<file path="config.mk">
export PLATFORM = sky130hd
export DESIGN_NAME = pc_sequencer_flat
export DESIGN_NICKNAME = d
export VERILOG_FILES = /design/src/rtl/pc_seq_pkg.sv /design/src/rtl/pc_sequencer_if.sv /design/src/rtl/pc_adder.sv /design/src/rtl/pc_sequencer.sv /design/src/flat_wrapper.sv
export SDC_FILE = /design/constraint.sdc
export NUM_CORES = 1
export LEC_CHECK = 0
export CAP_MARGIN = 10
export CORE_MARGIN = 1
export CORE_UTILIZATION = 50
export CTS_BUF_LIST = sky130_fd_sc_hd__clkbuf_4 sky130_fd_sc_hd__clkbuf_8 sky130_fd_sc_hd__clkbuf_16
export CTS_CLUSTER_DIAMETER = 120
export DETAILED_ROUTE_END_ITERATION = 16
export HOLD_SLACK_MARGIN = 0.1
export PLACE_DENSITY = 0.8
export SYNTH_ARGS = -nofsm -noshare
export SYNTH_HDL_FRONTEND = slang
export SYNTH_SLANG_ARGS = --single-unit
</file>
<file path="constraint.sdc">
create_clock -name clk -period 3.2 [get_ports clk]
set_clock_uncertainty 0.05 [all_clocks]
set_input_delay 0.64 -clock clk [delete_from_list [all_inputs] [get_ports clk]]
set_output_delay 0.64 -clock clk [all_outputs]
set_load 0.01 [all_outputs]
</file>
<file path="src/rtl/pc_seq_pkg.sv">
`default_nettype none
// +----------------------------------------------------------------------+
// | Module   : pc_seq_pkg                                                |
// | Purpose  : Shared command codes, FSM state encoding and the default  |
// |            reset vector for the program-counter sequencer.           |
// | Revision : 1.0 - initial release                                     |
// +----------------------------------------------------------------------+
package pc_seq_pkg;

  // Decoder command codes; 5..7 are not listed and behave as NOP.
  localparam logic [2:0] CMD_NOP    = 3'd0;
  localparam logic [2:0] CMD_INC    = 3'd1;
  localparam logic [2:0] CMD_JMP    = 3'd2;
  localparam logic [2:0] CMD_BRANCH = 3'd3;
  localparam logic [2:0] CMD_PUSH   = 3'd4;

  // Value loaded into PCH:PCL while reset is held.
  localparam logic [15:0] DEFAULT_RESET_PC = 16'hFFFC;

  // Binary-encoded sequencer states.
  typedef enum logic [2:0] {
    S_IDLE   = 3'd0,
    S_JMP_LO = 3'd1,
    S_JMP_HI = 3'd2,
    S_BR_FIX = 3'd3,
    S_PUSH_H = 3'd4,
    S_PUSH_L = 3'd5
  } state_t;

endpackage
`default_nettype wire

</file>
<file path="src/rtl/pc_sequencer_if.sv">
`default_nettype none
// +----------------------------------------------------------------------+
// | Module   : pc_sequencer_if                                           |
// | Purpose  : Command handshake plus PCL/PCH datapath connections of    |
// |            the program-counter sequencer.                            |
// |   master : decoder/datapath side (drives cmd, db_in, *_loop)         |
// |   slave  : sequencer side (drives cmd_ready, *_data, bus enables)    |
// | Revision : 1.0 - initial release                                     |
// +----------------------------------------------------------------------+
interface pc_sequencer_if;
  logic       cmd_valid;
  logic [2:0] cmd;
  logic       cmd_ready;
  logic [7:0] db_in;
  logic [7:0] pcl_loop;
  logic [7:0] pch_loop;
  logic [7:0] pcl_data;
  logic [7:0] pch_data;
  logic       pcl_db_en;
  logic       pcl_adl_en;
  logic       pch_db_en;
  logic       pch_adh_en;

  modport master (
    output cmd_valid, cmd, db_in, pcl_loop, pch_loop,
    input  cmd_ready, pcl_data, pch_data,
           pcl_db_en, pcl_adl_en, pch_db_en, pch_adh_en
  );

  modport slave (
    input  cmd_valid, cmd, db_in, pcl_loop, pch_loop,
    output cmd_ready, pcl_data, pch_data,
           pcl_db_en, pcl_adl_en, pch_db_en, pch_adh_en
  );
endinterface
`default_nettype wire

</file>
<file path="src/rtl/pc_adder.sv">
`default_nettype none
// +----------------------------------------------------------------------+
// | Module   : pc_adder                                                  |
// | Purpose  : Combinational PC arithmetic.                              |
// |   i_pc          : current PCH:PCL                                    |
// |   i_offset      : signed branch offset                               |
// |   i_fix_dec     : page fix-up direction (1 = decrement PCH)          |
// |   o_inc         : PC + 1 (16-bit wrap)                               |
// |   o_br_pcl      : PCL + offset (8-bit)                               |
// |   o_page_cross  : branch target lies in another page                 |
// |   o_dir_dec     : fix-up direction implied by the offset sign        |
// |   o_pch_fix     : PCH +/- 1 according to i_fix_dec                   |
// | Revision : 1.0 - initial release                                     |
// +----------------------------------------------------------------------+
module pc_adder (
  input  wire logic [15:0] i_pc,
  input  wire logic [7:0]  i_offset,
  input  wire logic        i_fix_dec,
  output logic      [15:0] o_inc,
  output logic      [7:0]  o_br_pcl,
  output logic             o_page_cross,
  output logic             o_dir_dec,
  output logic      [7:0]  o_pch_fix
);

  logic [8:0] w_lo_sum;

  assign o_inc    = i_pc + 16'd1;
  assign w_lo_sum = {1'b0, i_pc[7:0]} + {1'b0, i_offset};
  assign o_br_pcl = w_lo_sum[7:0];

  // A forward offset crosses on carry-out; a backward offset (two's
  // complement) crosses when there is no carry-out.
  assign o_page_cross = w_lo_sum[8] ^ i_offset[7];
  assign o_dir_dec    = i_offset[7];

  assign o_pch_fix = i_fix_dec ? (i_pc[15:8] - 8'd1) : (i_pc[15:8] + 8'd1);

endmodule
`default_nettype wire

</file>
<file path="src/rtl/pc_sequencer.sv">
`default_nettype none
// +----------------------------------------------------------------------+
// | Module   : pc_sequencer                                              |
// | Purpose  : Sequences increment, absolute jump, relative branch with  |
// |            page-cross fix-up and stack push for the PCL/PCH pair.    |
// |   clk    : system clock, rising edge                                 |
// |   rst    : asynchronous active-high reset                            |
// |   bus    : command handshake and PCL/PCH datapath (slave modport)    |
// | Revision : 1.0 - initial release                                     |
// +----------------------------------------------------------------------+
module pc_sequencer
  import pc_seq_pkg::*;
#(
  parameter logic [15:0] RESET_PC = DEFAULT_RESET_PC
) (
  input  wire logic        clk,
  input  wire logic        rst,
  pc_sequencer_if.slave    bus
);

  state_t     r_state;
  state_t     w_state_nxt;
  logic [7:0] r_tmp_lo;
  logic [7:0] w_tmp_lo_nxt;
  logic       r_dir_dec;
  logic       w_dir_dec_nxt;

  logic [15:0] w_inc;
  logic [7:0]  w_br_pcl;
  logic        w_page_cross;
  logic        w_dir_dec;
  logic [7:0]  w_pch_fix;

  pc_adder u_adder (
    .i_pc         ({bus.pch_loop, bus.pcl_loop}),
    .i_offset     (bus.db_in),
    .i_fix_dec    (r_dir_dec),
    .o_inc        (w_inc),
    .o_br_pcl     (w_br_pcl),
    .o_page_cross (w_page_cross),
    .o_dir_dec    (w_dir_dec),
    .o_pch_fix    (w_pch_fix)
  );

  always_ff @(posedge clk or posedge rst) begin
    if (rst) begin
      r_state   <= S_IDLE;
      r_tmp_lo  <= 8'd0;
      r_dir_dec <= 1'b0;
    end else begin
      r_state   <= w_state_nxt;
      r_tmp_lo  <= w_tmp_lo_nxt;
      r_dir_dec <= w_dir_dec_nxt;
    end
  end

  always_comb begin
    w_state_nxt    = r_state;
    w_tmp_lo_nxt   = r_tmp_lo;
    w_dir_dec_nxt  = r_dir_dec;
    bus.cmd_ready  = 1'b0;
    bus.pcl_db_en  = 1'b0;
    bus.pcl_adl_en = 1'b0;
    bus.pch_db_en  = 1'b0;
    bus.pch_adh_en = 1'b0;
    bus.pcl_data   = bus.pcl_loop;
    bus.pch_data   = bus.pch_loop;

    // Reset overrides the outputs combinationally so an in-flight load is
    // abandoned in the same cycle reset rises.
    if (rst) begin
      bus.pcl_data = RESET_PC[7:0];
      bus.pch_data = RESET_PC[15:8];
      w_state_nxt  = S_IDLE;
    end else begin
      case (r_state)
        S_IDLE: begin
          bus.cmd_ready  = 1'b1;
          bus.pcl_adl_en = 1'b1;
          bus.pch_adh_en = 1'b1;
          if (bus.cmd_valid) begin
            case (bus.cmd)
              CMD_INC: begin
                bus.pcl_data = w_inc[7:0];
                bus.pch_data = w_inc[15:8];
              end
              CMD_JMP:  w_state_nxt = S_JMP_LO;
              CMD_BRANCH: begin
                bus.pcl_data = w_br_pcl;
                if (w_page_cross) begin
                  w_dir_dec_nxt = w_dir_dec;
                  w_state_nxt   = S_BR_FIX;
                end
              end
              CMD_PUSH: w_state_nxt = S_PUSH_H;
              default:  ;
            endcase
          end
        end
        S_JMP_LO: begin
          w_tmp_lo_nxt = bus.db_in;
          w_state_nxt  = S_JMP_HI;
        end
        S_JMP_HI: begin
          bus.pcl_data = r_tmp_lo;
          bus.pch_data = bus.db_in;
          w_state_nxt  = S_IDLE;
        end
        S_BR_FIX: begin
          bus.pch_data = w_pch_fix;
          w_state_nxt  = S_IDLE;
        end
        S_PUSH_H: begin
          bus.pch_db_en = 1'b1;
          w_state_nxt   = S_PUSH_L;
        end
        S_PUSH_L: begin
          bus.pcl_db_en = 1'b1;
          w_state_nxt   = S_IDLE;
        end
        default: w_state_nxt = S_IDLE;
      endcase
    end
  end

endmodule
`default_nettype wire

</file>
<file path="src/flat_wrapper.sv">
// flat-port wrapper written by rule: the top's interface ports become plain ports
module pc_sequencer_flat import pc_seq_pkg::*;
#(
  parameter logic [15:0] RESET_PC = DEFAULT_RESET_PC
)
  (clk, rst, bus_cmd_valid, bus_cmd, bus_db_in, bus_pcl_loop, bus_pch_loop, bus_cmd_ready, bus_pcl_data, bus_pch_data, bus_pcl_db_en, bus_pcl_adl_en, bus_pch_db_en, bus_pch_adh_en);
  pc_sequencer_if bus_i ();
  input  wire logic clk;
  input  wire logic rst;
  input wire logic [$bits(bus_i.cmd_valid)-1:0] bus_cmd_valid;
  input wire logic [$bits(bus_i.cmd)-1:0] bus_cmd;
  input wire logic [$bits(bus_i.db_in)-1:0] bus_db_in;
  input wire logic [$bits(bus_i.pcl_loop)-1:0] bus_pcl_loop;
  input wire logic [$bits(bus_i.pch_loop)-1:0] bus_pch_loop;
  output wire logic [$bits(bus_i.cmd_ready)-1:0] bus_cmd_ready;
  output wire logic [$bits(bus_i.pcl_data)-1:0] bus_pcl_data;
  output wire logic [$bits(bus_i.pch_data)-1:0] bus_pch_data;
  output wire logic [$bits(bus_i.pcl_db_en)-1:0] bus_pcl_db_en;
  output wire logic [$bits(bus_i.pcl_adl_en)-1:0] bus_pcl_adl_en;
  output wire logic [$bits(bus_i.pch_db_en)-1:0] bus_pch_db_en;
  output wire logic [$bits(bus_i.pch_adh_en)-1:0] bus_pch_adh_en;
  assign bus_i.cmd_valid = bus_cmd_valid;
  assign bus_i.cmd = bus_cmd;
  assign bus_i.db_in = bus_db_in;
  assign bus_i.pcl_loop = bus_pcl_loop;
  assign bus_i.pch_loop = bus_pch_loop;
  assign bus_cmd_ready = bus_i.cmd_ready;
  assign bus_pcl_data = bus_i.pcl_data;
  assign bus_pch_data = bus_i.pch_data;
  assign bus_pcl_db_en = bus_i.pcl_db_en;
  assign bus_pcl_adl_en = bus_i.pcl_adl_en;
  assign bus_pch_db_en = bus_i.pch_db_en;
  assign bus_pch_adh_en = bus_i.pch_adh_en;
  pc_sequencer #(.RESET_PC(RESET_PC)) u_core (.clk(clk), .rst(rst), .bus(bus_i));
endmodule
</file>
# After elaboration in Yosys (flattened, before gate mapping)
# Index checks and enable logic that the tools add are counted.
# Widths: inputs -> output; s select.
# totals
ff_bits	12
latch_bits	0
ram_bits	0
mem_bits_ro	0
inputBits	30
output_inout_bits	21
wordCells	45
n_memories	0
# op_classes
add_sub_neg	4
n_mul	0
div_mod_pow	0
magnitude_cmp	0
n_eq_ne	12
shifts	0
n_mux	20
bitwise	2
n_reduce_logical	4
# ops
cell	count
$mux 8	6
$pmux 8 s2	2
$pmux 8 s3	1
$pmux 3 s3	2
$add 16x1->16 const B	1
$eq 3x2->1 const B	4
$add 8x8->9	1
$eq 3x3->1 const B	3
$mux 3	3
$add 8x1->8 const B	1
$sub 8x1->8 const B	1
$eq 3x1->1 const B	2
$mux 1	6
$ne 5x5->1 const B	1
$reduce_and 5->1	1
$ne 4x4->1 const B	1
$logic_not 3->1	1
$ne 3x3->1 const B	1
$reduce_and 3->1	1
$reduce_and 2->1	1
$not 1->1	1
$xor 1x1->1	1

# Logic depth before layout (Yosys ltp)
# Gate-level depths: netlist of run 1.
# depth
word_depth	7
mapped_depth	7
depth_no_buf	7

# Hierarchy
# Synthesis of run 1 repeated with hierarchy kept, for this count alone.
# hier_totals
cells_unflattened	269
area_unflattened_um2	2262.2
# modules_own_cells
module	n_inst	cells_per_inst	area_each_um2
pc_sequencer	1	150	1355.0
pc_adder	1	119	907.1

# Worst setup path after synthesis of run 1
# No wires, ideal clock.
# synth_timing
kind	in2out
startpoint	input port bus_cmd_valid
endpoint	output port bus_pch_data[7]
arrival_ns	2.202
setup_slack_ns	0.308
cell_stages	6
n_path_buf	1
path_cell_list	buf_2 > nand3b_4 > or3_4 > or4b_4 > xor2_1 > o221ai_1
# synth_via
elab_chain_cells	3
# synth_rtl
item	line_no	text
start: declaration	flat_wrapper.sv:10	input wire logic [$bits(bus_i.cmd_valid)-1:0] bus_cmd_valid;
$mux 8	pc_sequencer.sv:81	if (bus.cmd_valid) begin
$pmux 8 s3	pc_sequencer.sv:76	case (r_state)
$mux 8	pc_sequencer.sv:71	if (rst) begin
end: declaration	flat_wrapper.sv:17	output wire logic [$bits(bus_i.pch_data)-1:0] bus_pch_data;
# No other way between the ends.

# Worst setup path after layout of run 1
# layout_timing
startpoint	input port bus_pcl_loop[1]
endpoint	output port bus_pcl_data[7]
# layout_via
elab_chain_cells	5
word_cells_on_any_way	6
cone_classes	add/sub: 2; mux: 4
# layout_rtl
item	line_no	text
start: declaration	flat_wrapper.sv:13	input wire logic [$bits(bus_i.pcl_loop)-1:0] bus_pcl_loop;
$add 16x1->16 or $add 8x8->9 (tied branches)	pc_adder.sv:28, pc_adder.sv:29	
$pmux 8 s2 (*)	pc_sequencer.sv:82	case (bus.cmd)
$mux 8 (*)	pc_sequencer.sv:81	
$pmux 8 s2 (*)	pc_sequencer.sv:76	
$mux 8 (*)	pc_sequencer.sv:71	
end: declaration	flat_wrapper.sv:16	output wire logic [$bits(bus_i.pcl_data)-1:0] bus_pcl_data;
# Every way passes the cells marked *; elsewhere a longest branch is shown, timed or not.

==> results of run 1 <==
[worst reg2reg max path, cell delays in order (launching register included)]
cell and delay, ns:
dfrtp_1 0.60, or3_1 0.48, buf_4 0.18, nor2_2 0.17, buf_4 0.20, nand3_1 0.09
o21ai_0 0.15, nand2_1 0.07
[logic make-up (layout without fill, tap and decap cells)]
kind of cell    after synthesis  count (layout)
compound gates               92              92
mux                          10              10
buf+inv                      23             146
fa+ha+maj                    17              17
xor+xnor                     17              17
flops                        12              12
simple gates                 99              99
[how the worst max path moves through the flow]
stage                         start              end  slack, ns  depth (start not counted)
finish              bus_pcl_loop[1]  bus_pcl_data[7]      -0.03                          9
global route           bus_db_in[4]  bus_pcl_data[7]      -0.13                          8
CTS                    bus_db_in[2]  bus_pcl_data[7]      0.002                          9
detailed placement  bus_pcl_loop[0]  bus_pcl_data[6]      -0.63                          9
global placement         bus_cmd[1]  bus_pch_data[7]      -0.62                          7
floorplan             bus_cmd_valid  bus_pch_data[7]       0.31                          6
[routing by layer]
metal	part of all wire, %	up-vias	routed length (µm)
li1	-	1300	-
met1	40	1358	3376
met2	46	217	3936
met3	9.5	51	812
met4	4.6	0	395
met5	0	-	0
[cell type report]
cell class / instances / area [µm²]
clock buffer: 3 / 41.29
timing repair buffer: 137 / 1092
sequential: 12 / 300.3
tap: 50 / 62.56
multi-input combinational: 235 / 1857
inverter: 6 / 22.52
fill: 227 / 624.3
[layout by cell type (no fill, tap or decap), types with 7 or more instances in the layout]
cell type / instances
buf_4: 84
nand2_1: 23
dlygate4sd2_1: 17
clkdlybuf4s50_1: 17
o21ai_0: 13
nor2_1: 12
nand3_1: 12
a21oi_1: 12
dfrtp_1: 12
nor3_1: 10
ha_1: 9
xnor2_1: 8
xor2_1: 8
a21o_1: 8
buf_2: 8
mux2_2: 7
[flip-flops by register name (all words and copies together), names as in the netlist]
signal,flops
u_core.r_tmp_lo,8
u_core.r_state,3
u_core.r_dir_dec,1
[where the power goes]
part,switching (mW),internal [mW]
sequential,0.0304,0.191
combinational,0.229,0.242
clock,0.0558,0.0830
total,0.316,0.515
[timing repair]
| action | CTS | global route |
|---|---|---|
| pin swaps | 15 | 15 |
| gates resized for setup | 77 | 29 |
| setup buffers | 3 | 2 |
| setup endpoints to repair | 16 | 15 |
[per-stage QoR]
step	std cells	worst slack, ns	cell area (µm²)	TNS [ns]	hold WS (ns)
4_1_cts	441	0.002463	3331	0	0.4642
3_3_place_gp	435	-0.6206	3202	-6.792	0.4413
6_report	443	-0.03457	3376	-0.03457	0.4583
3_5_place_dp	435	-0.6251	3202	-7.163	0.4520
5_1_grt	443	-0.1348	3376	-0.1844	0.4649
2_1_floorplan	270	0.3083	2085	0	0.4311
==> key figures, run 1 <==
Finish
  – Core Util, Final: 84.39%
  – Final nets: 442
  – Area Growth Syn to Fin: 61.94%
  – Diodes inserted: 0
  – Share of layout cells above drive strength 1: 37.40%

Synth
  – Complex-gate fraction of the synthesized area: a little under a third
  – Most instantiated library cell after synthesis: nand2_1
  – Net Count, Synth: 317
  – EDFF count, synth: 0
  – Cell taking the most area after synthesis: dfrtp_1
  – Top_reg_cell synth: dfrtp_1
  – Yosys warns: 0
  – Netlist cell types: 56
  – Cells after Synth: 270
  – Simple-gate share of the synthesized area: 27.43%
  – Post-synthesis adder-cell area fraction: 10.92%
  – Largest family of logic cells by synthesized area: compound AO/OA/AOI/OAI gates
  – Synth Register Bits: 12
  – Multiplexer area fraction after synthesis: 5.222%
  – Async S/R FF share, synth: 100.0%
  – Synth area leaders: dfrtp_1, ha_1, nand2_1
  – Post-synthesis sequential area ratio: 14.41%
  – Synth Cell Area: between 0.002 and 0.0025 mm²
  – Syn_area_per_cell: 7.720 µm²
  – Synth top cells by count: nand2_1, a21oi_1, ha_1, o21ai_0, nor2_1
  – Area share of the largest cell type after synthesis: 14.41%
  – Synth Area in XOR/XNOR: 7.143%

Setup path
  – R2r endpoint: u_core.r_dir_dec
  – CP Cell Sequence: dlygate4sd2_1 > ha_1 > a211oi_1 > buf_4 > nor3_1 > nor2_1 > and4b_1 > o21ai_0 > dlygate4sd2_1
  – Critical path's top delay family: buffers and inverters
  – CP max stage cell: ha_1
  – Element type at the critical path start: input pin
  – Critical Path End Type: output pin
  – Critical path class: input pin to output pin
  – Critical Path RT: 2.51 ns
  – Arr. time, crit path: roughly 2.5 ns
  – Reg-to-reg setup timing slack: 1.11 ns
  – CP Max Fanout: 4
  – CP Buf/Inv Count: 3
  – R2r worst-path depth: 7
  – Crit-path max cell delay: ~0.34 ns
  – Critical path's most frequent cell: dlygate4sd2_1
  – RR Startpoint: u_core.r_state[0]

Global route
  – M2 GR Usage: 62.88%
  – GRT Max-Usage Layer: met2
  – Met3 Track Usage GR: 7.363%
  – Largest net degree at the start of global routing: 21
  – Gr ovfl total: 0
  – Number of global-route vias before repair: 2,725
  – Total Routing Usage GR: between 30% and 40%
  – Initial antenna violation count: 0
  – M1 GR Usage: 49.33%
  – First-pass GRT wire length: 12,930 µm

STA
  – Max Freq: 309.2 MHz
  – Setup-failing EPs final: 1
  – Final hold viol count: 0
  – Post-layout min period: 3.235 ns
  – Max Transition Viols Final: 0
  – Worst Setup Slack, final: -0.03457 ns
  – Final period util: 101.1%
  – Slew Limit Headroom: 53.31%
  – RSZ-0062 raised after global routing: true
  – Worst-Margin Slew: 0.6974 ns

Drt
  – WL/cell: 19.23 µm
  – Avg Vias per Cell: 6.605
  – Via count: 2,926
  – First-pass DRT Iterations: 5
  – 1st-iter DRT viols: 340
  – Final WL: 8520 µm
  – Final ANT Viol Nets: 0
  – Drc violations: 0

CTS
  – H-tree depth: 1
  – CTS tree: yes
  – # hold bufs at CTS: 0
  – Clk sinks: 12
  – Clock tree buffer depth: 2
  – Cts bufs inserted: 3
  – CTS root buf: clkbuf_8
  – Worst-path clk slew: 0.05 ns
  – Worst-Skew Late Latency: 0.24 ns

Floorplanning
  – Core Area: 0.004000 mm²
  – Row count: 23
  – I/O Pins: 51
  – Die ar.: 0.004431 mm²
  – DIE HEIGHT: 66.57 µm
  – Starting Density: 52.11%
  – Die Wd: 66.57 µm

Pwr
  – Overall Power: between 0.8 and 0.9 mW
  – Peak VDD IR: 249.3 µV
  – LEAKAGE: 1.490 nW
  – PD cells: 246.2 mW/mm²

Placed design
  – IO buf count: 50
  – Detail Placement HPWL: 5952 µm
  – RD Place Congestion: 0.9143

Outcome
  – Status: complete, but fails checks
  – Failing checks: negative setup slack

Min path
  – Worst Hold Class: register to register
  – Hold path depth: 1
  – Hold endpoint: u_core.r_tmp_lo[6]
  – Hold Crit Start: u_core.r_tmp_lo[6]

Flow run
  – Maxcap violations: 0
No activity file was read; power rests on OpenSTA's default activity.
==> run 2, diff against run 1 <==
==> constraint.sdc (replaced) <==
create_clock -name clk -period 3.2 [get_ports clk]
set_clock_uncertainty 0.05 [all_clocks]
set_input_delay 0.8 -clock clk [delete_from_list [all_inputs] [get_ports clk]]
set_output_delay 0.8 -clock clk [all_outputs]
set_load 0.01 [all_outputs]
==> key figures, run 2 (synthesized netlist as in run 1, its figures left out) <==
Outcome
  – Status: complete, but fails checks
  – Failing checks: negative setup slack

Global route
  – Largest net degree at the start of global routing: 16 (-24%)
  – First-pass GRT wire length: 16,570 µm (+28%)
  – Number of global-route vias before repair: 3,245 (+19%)
  – Gr ovfl total: 0 (unchanged)
  – Initial antenna violation count: 0 (unchanged)
  – Total Routing Usage GR: 50.13% (+11 points)

Drt
  – Drc violations: 0 (unchanged)
  – Final ANT Viol Nets: 0 (unchanged)
  – 1st-iter DRT viols: 775 (+130%)
  – Avg Vias per Cell: 8.044 (+22%)
  – First-pass DRT Iterations: 12 (+7)
  – Via count: 3,676 (+26%)
  – WL/cell: 30.52 µm (+59%)
  – Final WL: 13,950 µm (+64%)

Finish
  – Final nets: 455 (+2.9%)
  – Most common cell after layout, fill and taps aside: buf_4
  – Regs by FF count: u_core.r_tmp_lo: 8 flops, u_core.r_state: 3 flops, u_core.r_dir_dec: 1 flops
  – Top reg by flops: u_core.r_tmp_lo
  – Largest register FFs: 8 (unchanged)
  – Diodes inserted: 0 (unchanged)
  – Non-Filler Instances: 457 (+3.2%)
  – Share of layout cells above drive strength 1: 50.86% (+13 points)
  – Area Growth Syn to Fin: 80.67%
  – Layout fillers: 124 (-45%)
  – Commonest cells after routing, fill and taps aside: buf_4, nand2_1, buf_2, nor2_1, ha_4

Setup path
  – Critical Path End Type: output pin
  – CP Max Fanout: 3 (-1)
  – Critical Path RT: 2.35 ns (-0.16 ns)
  – Element type at the critical path start: input pin
  – Critical path class: input pin to output pin
  – R2r endpoint: u_core.r_dir_dec
  – Reg-to-reg setup timing slack: 0.97 ns (-0.14 ns)
  – R2r worst-path depth: 7 (unchanged)
  – RR Startpoint: u_core.r_state[0]
  – Arr. time, crit path: 2.75 ns (+0.21 ns)

Floorplanning
  – Core Area: 0.004000 mm² (unchanged)
  – Starting Density: 52.11% (unchanged)
  – I/O Pins: 51 (unchanged)
  – Row count: 23 (unchanged)
  – Die Wd: 66.57 µm (unchanged)
  – Die ar.: 0.004431 mm² (unchanged)
  – DIE HEIGHT: 66.57 µm (unchanged)

STA
  – Worst Setup Slack, final: -0.4017 ns (-0.3671 ns)
  – Slew Limit Headroom: 47.85% (-5.5 points)
  – Setup-failing EPs final: 15 (+14)
  – Final period util: 112.6% (+11 points)
  – Setup tns final: -1.488 ns (-1.453 ns)
  – Max Freq: 277.7 MHz (-10%)
  – Worst-Margin Slew: 0.7789 ns (+0.08149 ns)
  – RSZ-0062 raised after global routing: true
  – Final hold viol count: 0 (unchanged)
  – Post-layout min period: 3.602 ns (+0.3671 ns)
  – Max Transition Viols Final: 0 (unchanged)

Pwr
  – Peak VDD IR: 456.1 µV (+83%)
  – PD cells: 277.5 mW/mm² (+13%)
  – LEAKAGE: 1.606 nW (+7.8%)

CTS
  – H-tree depth: 1 (unchanged)
  – CTS tree: yes
  – Worst-Skew Late Latency: 0.26 ns (+0.02 ns)
  – Clk sinks: 12 (unchanged)
  – Clock tree buffer depth: 2 (unchanged)
  – CTS root buf: clkbuf_8
  – Worst-path clk slew: 0.07 ns (+0.02 ns)
  – Cts bufs inserted: 3 (unchanged)

Min path
  – Hold Crit Start: u_core.r_tmp_lo[3]
  – Hold endpoint: u_core.r_tmp_lo[3]
  – Hold path depth: 1 (unchanged)
  – Worst Hold Class: register to register

Placed design
  – IO buf count: 50 (unchanged)
  – Dpl ws: -0.9471 ns (-0.3220 ns)
  – Detail Placement HPWL: 6179 µm (+3.8%)
  – Placed Cells: 441 (+1.4%)
  – RD Place Congestion: 0.9353 (+2.3%)

Flow run
  – Maxcap violations: 0 (unchanged)
-- run 2: worst max path at each step --
stage,start,end,slack (ns),cells after the start
2_1_floorplan,bus_cmd_valid,bus_pch_data[7],0.04,6
3_3_place_gp,bus_db_in[0],bus_pcl_data[6],-0.86,9
3_5_place_dp,bus_pcl_loop[0],bus_pcl_data[4],-0.95,9
4_1_cts,bus_cmd[1],bus_pch_data[7],-0.19,7
5_1_grt,bus_pcl_loop[0],bus_pcl_data[6],-0.42,9
6_report,bus_pcl_loop[0],bus_pcl_data[6],-0.40,9
-- run 2: through the flow --
step | util, % | hold WS, ns | instance area (µm²) | power, mW
6_report | 94.15 | 0.5039 | 3766 | 1.045
5_1_grt | 94.15 | 0.4981 | 3766 | 1.058
4_1_cts | 88.43 | 0.4682 | 3537 | 0.8882
3_5_place_dp | 81.33 | 0.4551 | 3253 | 0.6757
3_3_place_gp | 81.33 | 0.4446 | 3253 | 0.6570
2_1_floorplan | - | 0.4311 | 2091 | 0.4320
-- run 2: routing by layer --
layer,vias to the layer above,wire [µm],part of all wire [%],track usage (%)
met5,-,0,0,0
met3,235,2225,16,14.55
met2,504,5597,40,79.17
met4,0,1786,13,30.85
met1,1620,4337,31,59.11
li1,1317,-,-,-
-- run 2: report_power, final --
| part | internal, mW | total (mW) | leakage, nW | switching, mW |
|---|---|---|---|---|
| clock | 0.110 | 0.189 | 0.0288 | 0.0797 |
| combinational | 0.289 | 0.622 | 1.43 | 0.334 |
| sequential | 0.190 | 0.234 | 0.148 | 0.0433 |
-- run 2: worst max-delay path, stage by stage --
cell	delay, ns
buf_8	0.10
ha_4	0.16
fa_2	0.41
a211oi_2	0.36
o31ai_4	0.11
xnor2_1	0.31
nor3_1	0.11
a211o_1	0.24
buf_2	0.15
-- run 2: area by class of cell --
type	count	area (µm²)	share of cell area [%]
Sequential cell	12	300.3	7.973
Inverter	6	22.52	0.5980
Tap cell	50	62.56	1.661
Timing Repair Buffer	150	1191	31.63
Multi-Input combinational cell	235	2135	56.68
Clock buffer	4	55.05	1.462
-- run 2: what timing repair did --
| item | 4_1_cts | 5_1_grt |
|---|---|---|
| pin swaps | 31 | 30 |
| endpoints found under the setup margin | 19 | 14 |
| resized for setup | 183 | 48 |
| hold buffers | 0 | 0 |
| buffers inserted | 5 | 8 |
==> run 3, diff against run 2 <==
--- a/config.mk
+++ b/config.mk
@@ -13,6 +13,7 @@
 export DETAILED_ROUTE_END_ITERATION = 16
 export HOLD_SLACK_MARGIN = 0.1
 export PLACE_DENSITY = 0.8
+export SLEW_MARGIN = 20
 export SYNTH_ARGS = -nofsm -noshare
 export SYNTH_HDL_FRONTEND = slang
 export SYNTH_SLANG_ARGS = --single-unit
==> results of run 3 <==
Same layout as run 2: the final DEF is identical, and so are final timing and power.
